$ cat src/rtl/alu_pkg.sv
// Shared constants for the execute-stage ALU: 3-bit ALU control codes and
// the execute FSM state encoding. The ALU control decoder uses the same codes.
package alu_pkg;

    localparam logic [2:0] ALU_AND = 3'b000;
    localparam logic [2:0] ALU_RSV = 3'b001;
    localparam logic [2:0] ALU_ADD = 3'b010;
    localparam logic [2:0] ALU_MUL = 3'b011;
    localparam logic [2:0] ALU_XOR = 3'b100;
    localparam logic [2:0] ALU_SLL = 3'b101;
    localparam logic [2:0] ALU_SUB = 3'b110;
    localparam logic [2:0] ALU_SRA = 3'b111;

    typedef enum logic [0:0] {
        ST_IDLE = 1'b0,
        ST_MUL  = 1'b1
    } alu_state_e;

endpackage

$ cat src/rtl/alu_exec_mul_iter.sv
// Iterative shift-add multiplier: one multiplier bit per step, low WIDTH bits
// of the unsigned product. The top owns sequencing through load/step/clear.
module mul_iter #(
    parameter int WIDTH = 32
) (
    input  logic             i_clk,
    input  logic             i_rst,
    input  logic             i_load,
    input  logic             i_step,
    input  logic             i_clear,
    input  logic [WIDTH-1:0] i_mcand,
    input  logic [WIDTH-1:0] i_mplier,
    output logic [WIDTH-1:0] o_sum,
    output logic             o_last
);

    localparam int CW = $clog2(WIDTH);
    localparam logic [CW-1:0] CNT_LOAD = CW'(WIDTH - 1);

    logic [WIDTH-1:0] r_acc;
    logic [WIDTH-1:0] r_mcand;
    logic [WIDTH-1:0] r_mplier;
    logic [CW-1:0]    r_cnt;
    logic [WIDTH-1:0] w_addend;

    // Partial product for the current multiplier bit and the running sum it yields.
    always_comb begin
        w_addend = {WIDTH{1'b0}};
        if (r_mplier[0]) begin
            w_addend = r_mcand;
        end else begin
            w_addend = {WIDTH{1'b0}};
        end
    end

    // The sum after this step; the top writes it out on the last step.
    assign o_sum  = r_acc + w_addend;
    assign o_last = (r_cnt == {CW{1'b0}});

    // Iteration state: clear beats load beats step.
    always_ff @(posedge i_clk) begin
        if (i_rst) begin
            r_acc    <= {WIDTH{1'b0}};
            r_mcand  <= {WIDTH{1'b0}};
            r_mplier <= {WIDTH{1'b0}};
            r_cnt    <= {CW{1'b0}};
        end else if (i_clear) begin
            r_acc    <= {WIDTH{1'b0}};
            r_mcand  <= {WIDTH{1'b0}};
            r_mplier <= {WIDTH{1'b0}};
            r_cnt    <= {CW{1'b0}};
        end else if (i_load) begin
            r_acc    <= {WIDTH{1'b0}};
            r_mcand  <= i_mcand;
            r_mplier <= i_mplier;
            r_cnt    <= CNT_LOAD;
        end else if (i_step) begin
            r_acc    <= o_sum;
            r_mcand  <= {r_mcand[WIDTH-2:0], 1'b0};
            r_mplier <= {1'b0, r_mplier[WIDTH-1:1]};
            r_cnt    <= r_cnt - {{(CW-1){1'b0}}, 1'b1};
        end else begin
            r_acc    <= r_acc;
            r_mcand  <= r_mcand;
            r_mplier <= r_mplier;
            r_cnt    <= r_cnt;
        end
    end

endmodule

$ cat src/rtl/alu_exec.sv
// Execute-stage ALU: single-cycle ops go through one issue register and then
// the output register; MUL runs on mul_iter and holds the pipe via stall_o.
module alu_exec
    import alu_pkg::*;
#(
    parameter int WIDTH = 32
) (
    input  logic             clk_i,
    input  logic             rst_i,
    input  logic             start_i,
    input  logic [2:0]       ALUCtrl_i,
    input  logic [WIDTH-1:0] data1_i,
    input  logic [WIDTH-1:0] data2_i,
    input  logic             flush_i,
    output logic [WIDTH-1:0] data_o,
    output logic             valid_o,
    output logic             zero_o,
    output logic             stall_o
);

    localparam logic [WIDTH-1:0] ONE = {{(WIDTH-1){1'b0}}, 1'b1};

    alu_state_e       r_state;
    alu_state_e       w_next;
    logic             w_load;
    logic             w_step;
    logic             w_clear;
    logic             w_issue;
    logic             w_mul_done;
    logic             w_wr;
    logic [WIDTH-1:0] w_wr_data;
    logic [WIDTH-1:0] w_alu_res;
    logic [WIDTH-1:0] w_sum;
    logic             w_last;
    logic [4:0]       w_shamt;
    logic             r_pend_vld;
    logic [WIDTH-1:0] r_pend_res;
    logic [WIDTH-1:0] r_data;
    logic             r_valid;
    logic             r_zero;

    assign w_shamt = data2_i[4:0];

    mul_iter #(.WIDTH(WIDTH)) u_mul_iter (
        .i_clk    (clk_i),
        .i_rst    (rst_i),
        .i_load   (w_load),
        .i_step   (w_step),
        .i_clear  (w_clear),
        .i_mcand  (data1_i),
        .i_mplier (data2_i),
        .o_sum    (w_sum),
        .o_last   (w_last)
    );

    // Single-cycle datapath; reserved code and MUL produce 0 here.
    always_comb begin
        w_alu_res = {WIDTH{1'b0}};
        case (ALUCtrl_i)
            ALU_AND: w_alu_res = data1_i & data2_i;
            ALU_ADD: w_alu_res = data1_i + data2_i;
            ALU_XOR: w_alu_res = data1_i ^ data2_i;
            ALU_SLL: w_alu_res = data1_i << w_shamt;
            ALU_SUB: w_alu_res = data1_i + ~data2_i + ONE;
            ALU_SRA: w_alu_res = $signed(data1_i) >>> w_shamt;
            default: w_alu_res = {WIDTH{1'b0}};
        endcase
    end

    // FSM state register.
    always_ff @(posedge clk_i) begin
        if (rst_i) begin
            r_state <= ST_IDLE;
        end else begin
            r_state <= w_next;
        end
    end

    // Next state and multiplier control; flush always wins over start.
    always_comb begin
        w_next     = r_state;
        w_load     = 1'b0;
        w_step     = 1'b0;
        w_clear    = 1'b0;
        w_issue    = 1'b0;
        w_mul_done = 1'b0;
        case (r_state)
            ST_IDLE: begin
                if (flush_i) begin
                    w_clear = 1'b1;
                    w_next  = ST_IDLE;
                end else if (start_i) begin
                    if (ALUCtrl_i == ALU_MUL) begin
                        w_load = 1'b1;
                        w_next = ST_MUL;
                    end else begin
                        w_issue = 1'b1;
                        w_next  = ST_IDLE;
                    end
                end else begin
                    w_next = ST_IDLE;
                end
            end
            ST_MUL: begin
                if (flush_i) begin
                    w_clear = 1'b1;
                    w_next  = ST_IDLE;
                end else begin
                    w_step = 1'b1;
                    if (w_last) begin
                        w_mul_done = 1'b1;
                        w_next     = ST_IDLE;
                    end else begin
                        w_next = ST_MUL;
                    end
                end
            end
            default: begin
                w_clear = 1'b1;
                w_next  = ST_IDLE;
            end
        endcase
    end

    // Output write select: finished MUL or a pending single-cycle result not killed by flush.
    always_comb begin
        w_wr      = 1'b0;
        w_wr_data = r_pend_res;
        if (w_mul_done) begin
            w_wr      = 1'b1;
            w_wr_data = w_sum;
        end else if (r_pend_vld && !flush_i) begin
            w_wr      = 1'b1;
            w_wr_data = r_pend_res;
        end else begin
            w_wr      = 1'b0;
            w_wr_data = r_pend_res;
        end
    end

    // Issue register for single-cycle ops, then result/valid/zero output registers.
    always_ff @(posedge clk_i) begin
        if (rst_i) begin
            r_pend_vld <= 1'b0;
            r_pend_res <= {WIDTH{1'b0}};
            r_data     <= {WIDTH{1'b0}};
            r_valid    <= 1'b0;
            r_zero     <= 1'b1;
        end else begin
            r_pend_vld <= w_issue;
            r_pend_res <= w_alu_res;
            r_valid    <= w_wr;
            if (w_wr) begin
                r_data <= w_wr_data;
                r_zero <= (w_wr_data == {WIDTH{1'b0}});
            end else begin
                r_data <= r_data;
                r_zero <= r_zero;
            end
        end
    end

    assign data_o  = r_data;
    assign valid_o = r_valid;
    assign zero_o  = r_zero;
    assign stall_o = (r_state == ST_MUL);

endmodule

$ cat config.mk
export PLATFORM = sky130hd
export DESIGN_NAME = alu_exec
export DESIGN_NICKNAME = d
export VERILOG_FILES = /design/src/rtl/alu_pkg.sv /design/src/rtl/alu_exec_mul_iter.sv /design/src/rtl/alu_exec.sv
export SDC_FILE = /design/constraint.sdc
export NUM_CORES = 1
export LEC_CHECK = 0
export CAP_MARGIN = 20
export CORE_ASPECT_RATIO = 1.75
export CORE_UTILIZATION = 40
export DETAILED_ROUTE_END_ITERATION = 10
export GPL_TIMING_DRIVEN = 1
export PLACE_DENSITY = 0.61
export SLEW_MARGIN = 40
export SYNTH_ARGS = -nofsm -noshare
export SYNTH_HDL_FRONTEND = slang
export SYNTH_SLANG_ARGS = --single-unit
$ cat constraint.sdc
create_clock -name clk_i -period 10.3 [get_ports clk_i]
set_input_delay 1.03 -clock clk_i [delete_from_list [all_inputs] [get_ports clk_i]]
set_output_delay 1.03 -clock clk_i [all_outputs]
set_load 0.02 [all_outputs]
# --- Word-level counts from Yosys, hierarchy flattened ---
# Cells that the tools add are included.
totals:
  register_bits: 169
  elab_cells: 62
classes:
  n_addsub: 5
  eq_ne: 6
  n_shift: 2
  mux: 25
  bitwise: 5
  n_reduce_logical: 9
op_table:
  columns: ["operator", "count"]
  rows:
  - ["$mux W32", 6]
  - ["$pmux W32 S6", 1]
  - ["$add A32 B32 Y32", 3]
  - ["$add A32 B1 Y32 const B", 1]
  - ["$and A32 B32 Y32", 1]
  - ["$logic_not A32 Y1", 1]
  - ["$not A32 Y32", 1]
  - ["$shl A32 B5 Y32", 1]
  - ["$sshr A32 B5 Y32", 1]
  - ["$xor A32 B32 Y32", 1]
  - ["$mux W1", 15]
  - ["$eq A3 B3 Y1 const B", 4]
  - ["$mux W5", 2]
  - ["$eq A3 B2 Y1 const B", 2]
  - ["$logic_not A5 Y1", 1]
  - ["$sub A5 B1 Y5 const B", 1]
  - ["$reduce_or A4 Y1", 1]
  - ["$logic_not A3 Y1", 1]
  - ["$reduce_or A3 Y1", 1]
  - ["$not A1 Y1", 2]
  - ["$pmux W1 S2", 1]
  - ["$reduce_bool A2 Y1", 1]
  - ["$reduce_or A2 Y1", 1]
  - ["$logic_and A1 B1 Y1", 1]
  - ["$logic_not A1 Y1", 1]

# --- Depth between registers and ports, before layout ---
depth:
  word_depth: 6
  mapped_depth: 15
  mapped_depth_nobuf: 13

# --- Hierarchy ---
# From an unflattened synthesis, not the netlist that was laid out.
hier_totals:
  hier_cells: 2291
  hier_area_um2: 16827.4
by_module_without_submodules:
  columns: ["mod", "instances", "cells_per_inst", "area_per_inst_um2", "seq_area_each_um2"]
  rows:
  - ["alu_exec", 1, 1527, 10666.5, 1361.3]
  - ["mul_iter", 1, 764, 6160.9, 2021.9]

# --- Least setup slack after synthesis ---
# OpenSTA, ideal clock, no wires.
synth_path:
  path_type: "input to register"
  start: "in data2_i[2]"
  end: "reg r_pend_res[24]"
  setup_ns: 0.139
  t_arrival_ns: 4.286
  setup_slack_ns: 5.875
  path_stages: 15
  path_cell_list: "clkbuf_1 inv_2 buf_1 clkbuf_1 ha_1 clkbuf_2 a211oi_1 o21ai_0 o211ai_1 a211oi_1 nor2_1 o41ai_1 nand4_1 mux2i_1 a41oi_1"
synth_between:
  elab_chain_cells: 4
  word_cells_on_any_way: 7
synth_lines:
  columns: ["element", "line", "text"]
  rows:
  - ["from (decl)", "alu_exec.sv:13", "input logic [WIDTH-1:0] data2_i,"]
  - ["$not A32 Y32", "alu_exec.sv:64", "ALU_SUB: w_alu_res = data1_i + ~data2_i + ONE;"]
  - ["$add A32 B32 Y32", "alu_exec.sv:64", null]
  - ["$add A32 B1 Y32", "alu_exec.sv:64", null]
  - ["$pmux W32 S6 *", "alu_exec.sv:59", "case (ALUCtrl_i)"]
  - ["to (signal assigned)", "alu_exec.sv:145", "r_pend_res <= {WIDTH{1'b0}};"]
  - ["to (signal assigned)", "alu_exec.sv:151", "r_pend_res <= w_alu_res;"]
  - ["to (decl)", "alu_exec.sv:37", "logic [WIDTH-1:0] r_pend_res;"]
# Mark *: on every way between the ends. The rest lies on a longest branch, timed or not.
# A chain may end at the register's enable or synchronous reset.

# --- Worst setup path in the final report ---
layout_path:
  start: "in data2_i[2]"
  end: "reg r_pend_res[30]"
# The elaborated chain is that of the path after synthesis.

==> results.md <==
- The fraction of met1 tracks used by global routing is 0.346.
- The transition time of the tightest slew-check pin is approximately 940 ps.
- The number of DRC markers in iteration 0 is 1562.
- The worst setup path is launched from a primary input.
- Summing all flip-flop and latch instances after layout gives 3380 um2.
- The peak supply drop is 109 uV.
- The design draws 2.03 mW.
- The global-route congestion overflow total is 0.
- The first TritonRoute pass finished after 6 iterations.
- The power spent charging and discharging nets is between 0.7 and 0.8 mW.
- Of the post-synthesis cell area, the dominant cell type holds 0.204.
- Setup repair after global routing left no endpoint under its margin.
- The clock arrives with 19.4 ps of skew.
- The run finished with clean final reports.
- For the worst setup path, the data required time is about 11000 ps.
- The most frequent standard cell in the layout excluding fill and tap cells is nand2_1.
- In the final layout, the multi-input gates occupy ~12000 um2.
- The H-tree level count is 4.
- Buffers added to address setup during post-CTS repair amount to 0.
- For this run, global-route usage on met3 was measured as 0.0650.
- The number of global-route vias before repair is roughly 18000.
- The routed design could run at a clock period as short as between 5000 and 6000 ps.
- The quantity of hold-fixing buffers added after cts is 0.
- After detailed routing, the number of remaining DRC violations is 0.
- After synthesis, the share of flip-flops with an asynchronous set or reset is 0.
- The share of total power dissipated in combinational logic is 0.309.
- Of the total power, the share spent switching nets is 0.394.
- The peak clock frequency supported by timing is 0.194 GHz.
- The largest area contributor in the netlist is dfxtp_1.
- The library cells used most frequently in the layout, excluding fill and tap cells, are 294 x nand2_1, 268 x nor2_1, 203 x a21oi_1.
- The period utilization is 0.500.
- The met2 routing resource usage after global routing is 0.658.
- The proportion of synthesized chip area in sequential cells is 0.204.
- Buffers placed on the I/O ports in this run total 105.
- The core footprint is 40800 um2.
- The routability congestion estimate is 1.05.
- The all-layer global routing usage is 0.370.
- The number of antenna violations at the first check in global routing is 4.
- The area growth from synthesis to layout is 12.0%.
- The max-slew violation total from the final report came to 0.
- The clock transition time at the flip-flop clock pins of the worst setup and hold paths is 90 ps.
- Of all nets on the critical path, the largest fanout is 44.
- The die covers between 40000 and 50000 um2.
- The internal power of the cells totals 1.23 mW.
- The count of final hold-check violations was 0.
- The data arrival at the endpoint of the critical path is between 5000 and 6000 ps.
- The die is between 150 and 200 um wide.
- The initial utilization of the core area, before any placement, comes to 0.406.
- The number of maximum-capacitance violations is 0.
- Of the cells placed in the final design, the portion with a size suffix greater than 1 is 0.0884.
- The leakage dissipation is 6.79 nW.
- The I/O pin total is 106.
- Synthesis inferred about 170 register bits.
- OpenSTA, run right after detailed placement, puts the worst setup slack at about 4600 ps.
- Yosys attributes the largest share of cell area to dfxtp_1 20%, mux4_2 7.9%, ha_1 7.3%.
- The minimum setup slack in the final design is ~5100 ps.
- In this run the cell area of the synthesized design comes to 16600 um2.
- The type of the setup path with the least slack is primary input to register.
- The first global-routing pass estimated 115000 um of wire.
- The type of the most critical hold path is register to register.
- After technology mapping, the gate count stands at 2230.
- The worst pin sits at a relative slew slack of 0.368.
- The die boundary height is 271 um.
- The total via count in the routed design is 18000.
- The kind of end point of the critical path is a register.
- The clock root buffer is clkbuf_16.
- The ratio of total power to cell area is 109 nW/um2.
- The ratio of routed vias to standard cells is about 6.5.
- The yosys synthesis warning count is 0.
- TritonCTS built the clock tree.
- After filler insertion, the fill cell instance count of the layout stands at 4259.
- The share of power burned in registers is 0.340.
- In this run, post-CTS repair resized a total of 0 instances.
- In this run, synthesis inferred 0 flip-flops with an integrated enable.
- The final layout net count is 2387.
- The synthesized netlist contains 93 unique library cells.
- The number of CTS-inserted buffers is 17.
- The most used flip-flop cell after synthesis is dfxtp_1.
- Wires add up to 78300 um.
- The routed length per placed instance is 28.2 um.
- Dividing the synthesized area by the synthesized cell count gives 7.44 um2.
- The share of total power dissipated in the clock network is 0.352.
- Once detail routing completed, the nets flagged for antenna violations numbered 0.
- The clock reaches the later pin of the worst-skew pair after 480 ps.
- The number of buffers on the longest clock path is 2.
- In the final timing run, aggregate negative setup slack is 0 ps.
- The post-detailed-placement half-perimeter wirelength is 59700 um.
- When the netlist entered floorplanning its net count stood at 2401.
- Setup violations remaining at the end of the flow were counted as 0.
- The routing layer with the top usage in global route is met2.
- Entering global routing, the biggest net connects slightly above 70 pins.
- The standard-cell row count is ~100.
- The TritonCTS sink count is 169.
area by class of cell:
type / count / area share
antenna: 2 / 0.000269
clock buffer: 17 / 0.0229
clock inverter: 15 / 0.0115
inverter: 86 / 0.0174
multi-input combinational: 1803 / 0.659
sequential: 169 / 0.182
tap: 550 / 0.0370
timing repair buffer: 139 / 0.0700
cells by family after synthesis:
logic type / after synthesis / synth area share
AO/OA/AOI/OAI: 678 / 0.274
buffers and inverters: 258 / 0.0630
XOR/XNOR: 49 / 0.0259
AND/OR/NAND/NOR: 836 / 0.227
flip-flops: 169 / 0.204
adder cells (fa/ha/maj): 100 / 0.0768
multiplexers: 140 / 0.129
final timing paths:
kind	endpoint	from	cells past startpoint	slack, ps
setup / recovery	r_pend_res[30]	data2_i[2]	13	5150
hold / removal	u_mul_iter.r_mplier[21]	u_mul_iter.r_mplier[21]	2	460
setup reg to reg	zero_o	u_mul_iter.r_mplier[0]	13	6000
hold reg to reg	u_mul_iter.r_mplier[21]	u_mul_iter.r_mplier[21]	2	460
cell usage after synthesis, drive strengths merged, types with 18 or more instances:
cell type / number
nand3: 40
dfxtp: 169
a22oi: 34
a211oi: 40
clkbuf: 137
nor2: 272
nand2b: 20
a311oi: 52
or3: 18
o211ai: 24
mux4: 58
mux2i: 71
a31oi: 25
inv: 84
nand2: 296
o21ai: 116
buf: 34
a21oi: 206
nor3: 60
ha: 97
xnor2: 37
and2: 44
metrics by stage:
stage / utilization / std cells / hold WS (ps) / area [um2]
after floorplan: - / 2230 / 436 / 16600
final: 0.455 / 2781 / 457 / 18600
after detailed placement: 0.438 / 2747 / 446 / 17900
after global placement: 0.438 / 2747 / 442 / 17900
after global routing: 0.455 / 2780 / 471 / 18600
after CTS: 0.454 / 2779 / 459 / 18500
sequential cells by signal (all words and copies together) (netlist names):
signal	cells
r_pend_vld	1
r_pend_res	32
u_mul_iter.r_mcand	32
valid_o	1
u_mul_iter.r_mplier	32
data_o	32
stall_o	1
zero_o	1
u_mul_iter.r_cnt	5
u_mul_iter.r_acc	32
power groups by stage:
stage	Sequential [mW]	Combinational (mW)	Clock, mW
final	0.689	0.625	0.712
after floorplan	0.698	0.366	0
after CTS	0.688	0.606	0.724
after global placement	0.704	0.601	0
after detailed placement	0.703	0.603	0
after global routing	0.689	0.658	0.742
critical path, cell delays in order:
cell and delay, ps:
clkdlybuf4s50_1 470, buf_4 440, inv_2 430, ha_1 500, a211oi_1 340, o21ai_0 240, o211ai_1 350, a211oi_1 190
nor3_1 680, nor4b_1 120, nor3_1 190, mux2_2 360, a31oi_1 150
metal layers:
layer | routed length (um) | up-vias
li1 | - | 8160
met1 | 25000 | 8621
met2 | 39600 | 868
met3 | 4730 | 326
met4 | 8980 | 4
met5 | 29 | -
No activity file was read; power rests on OpenSTA's default activity.
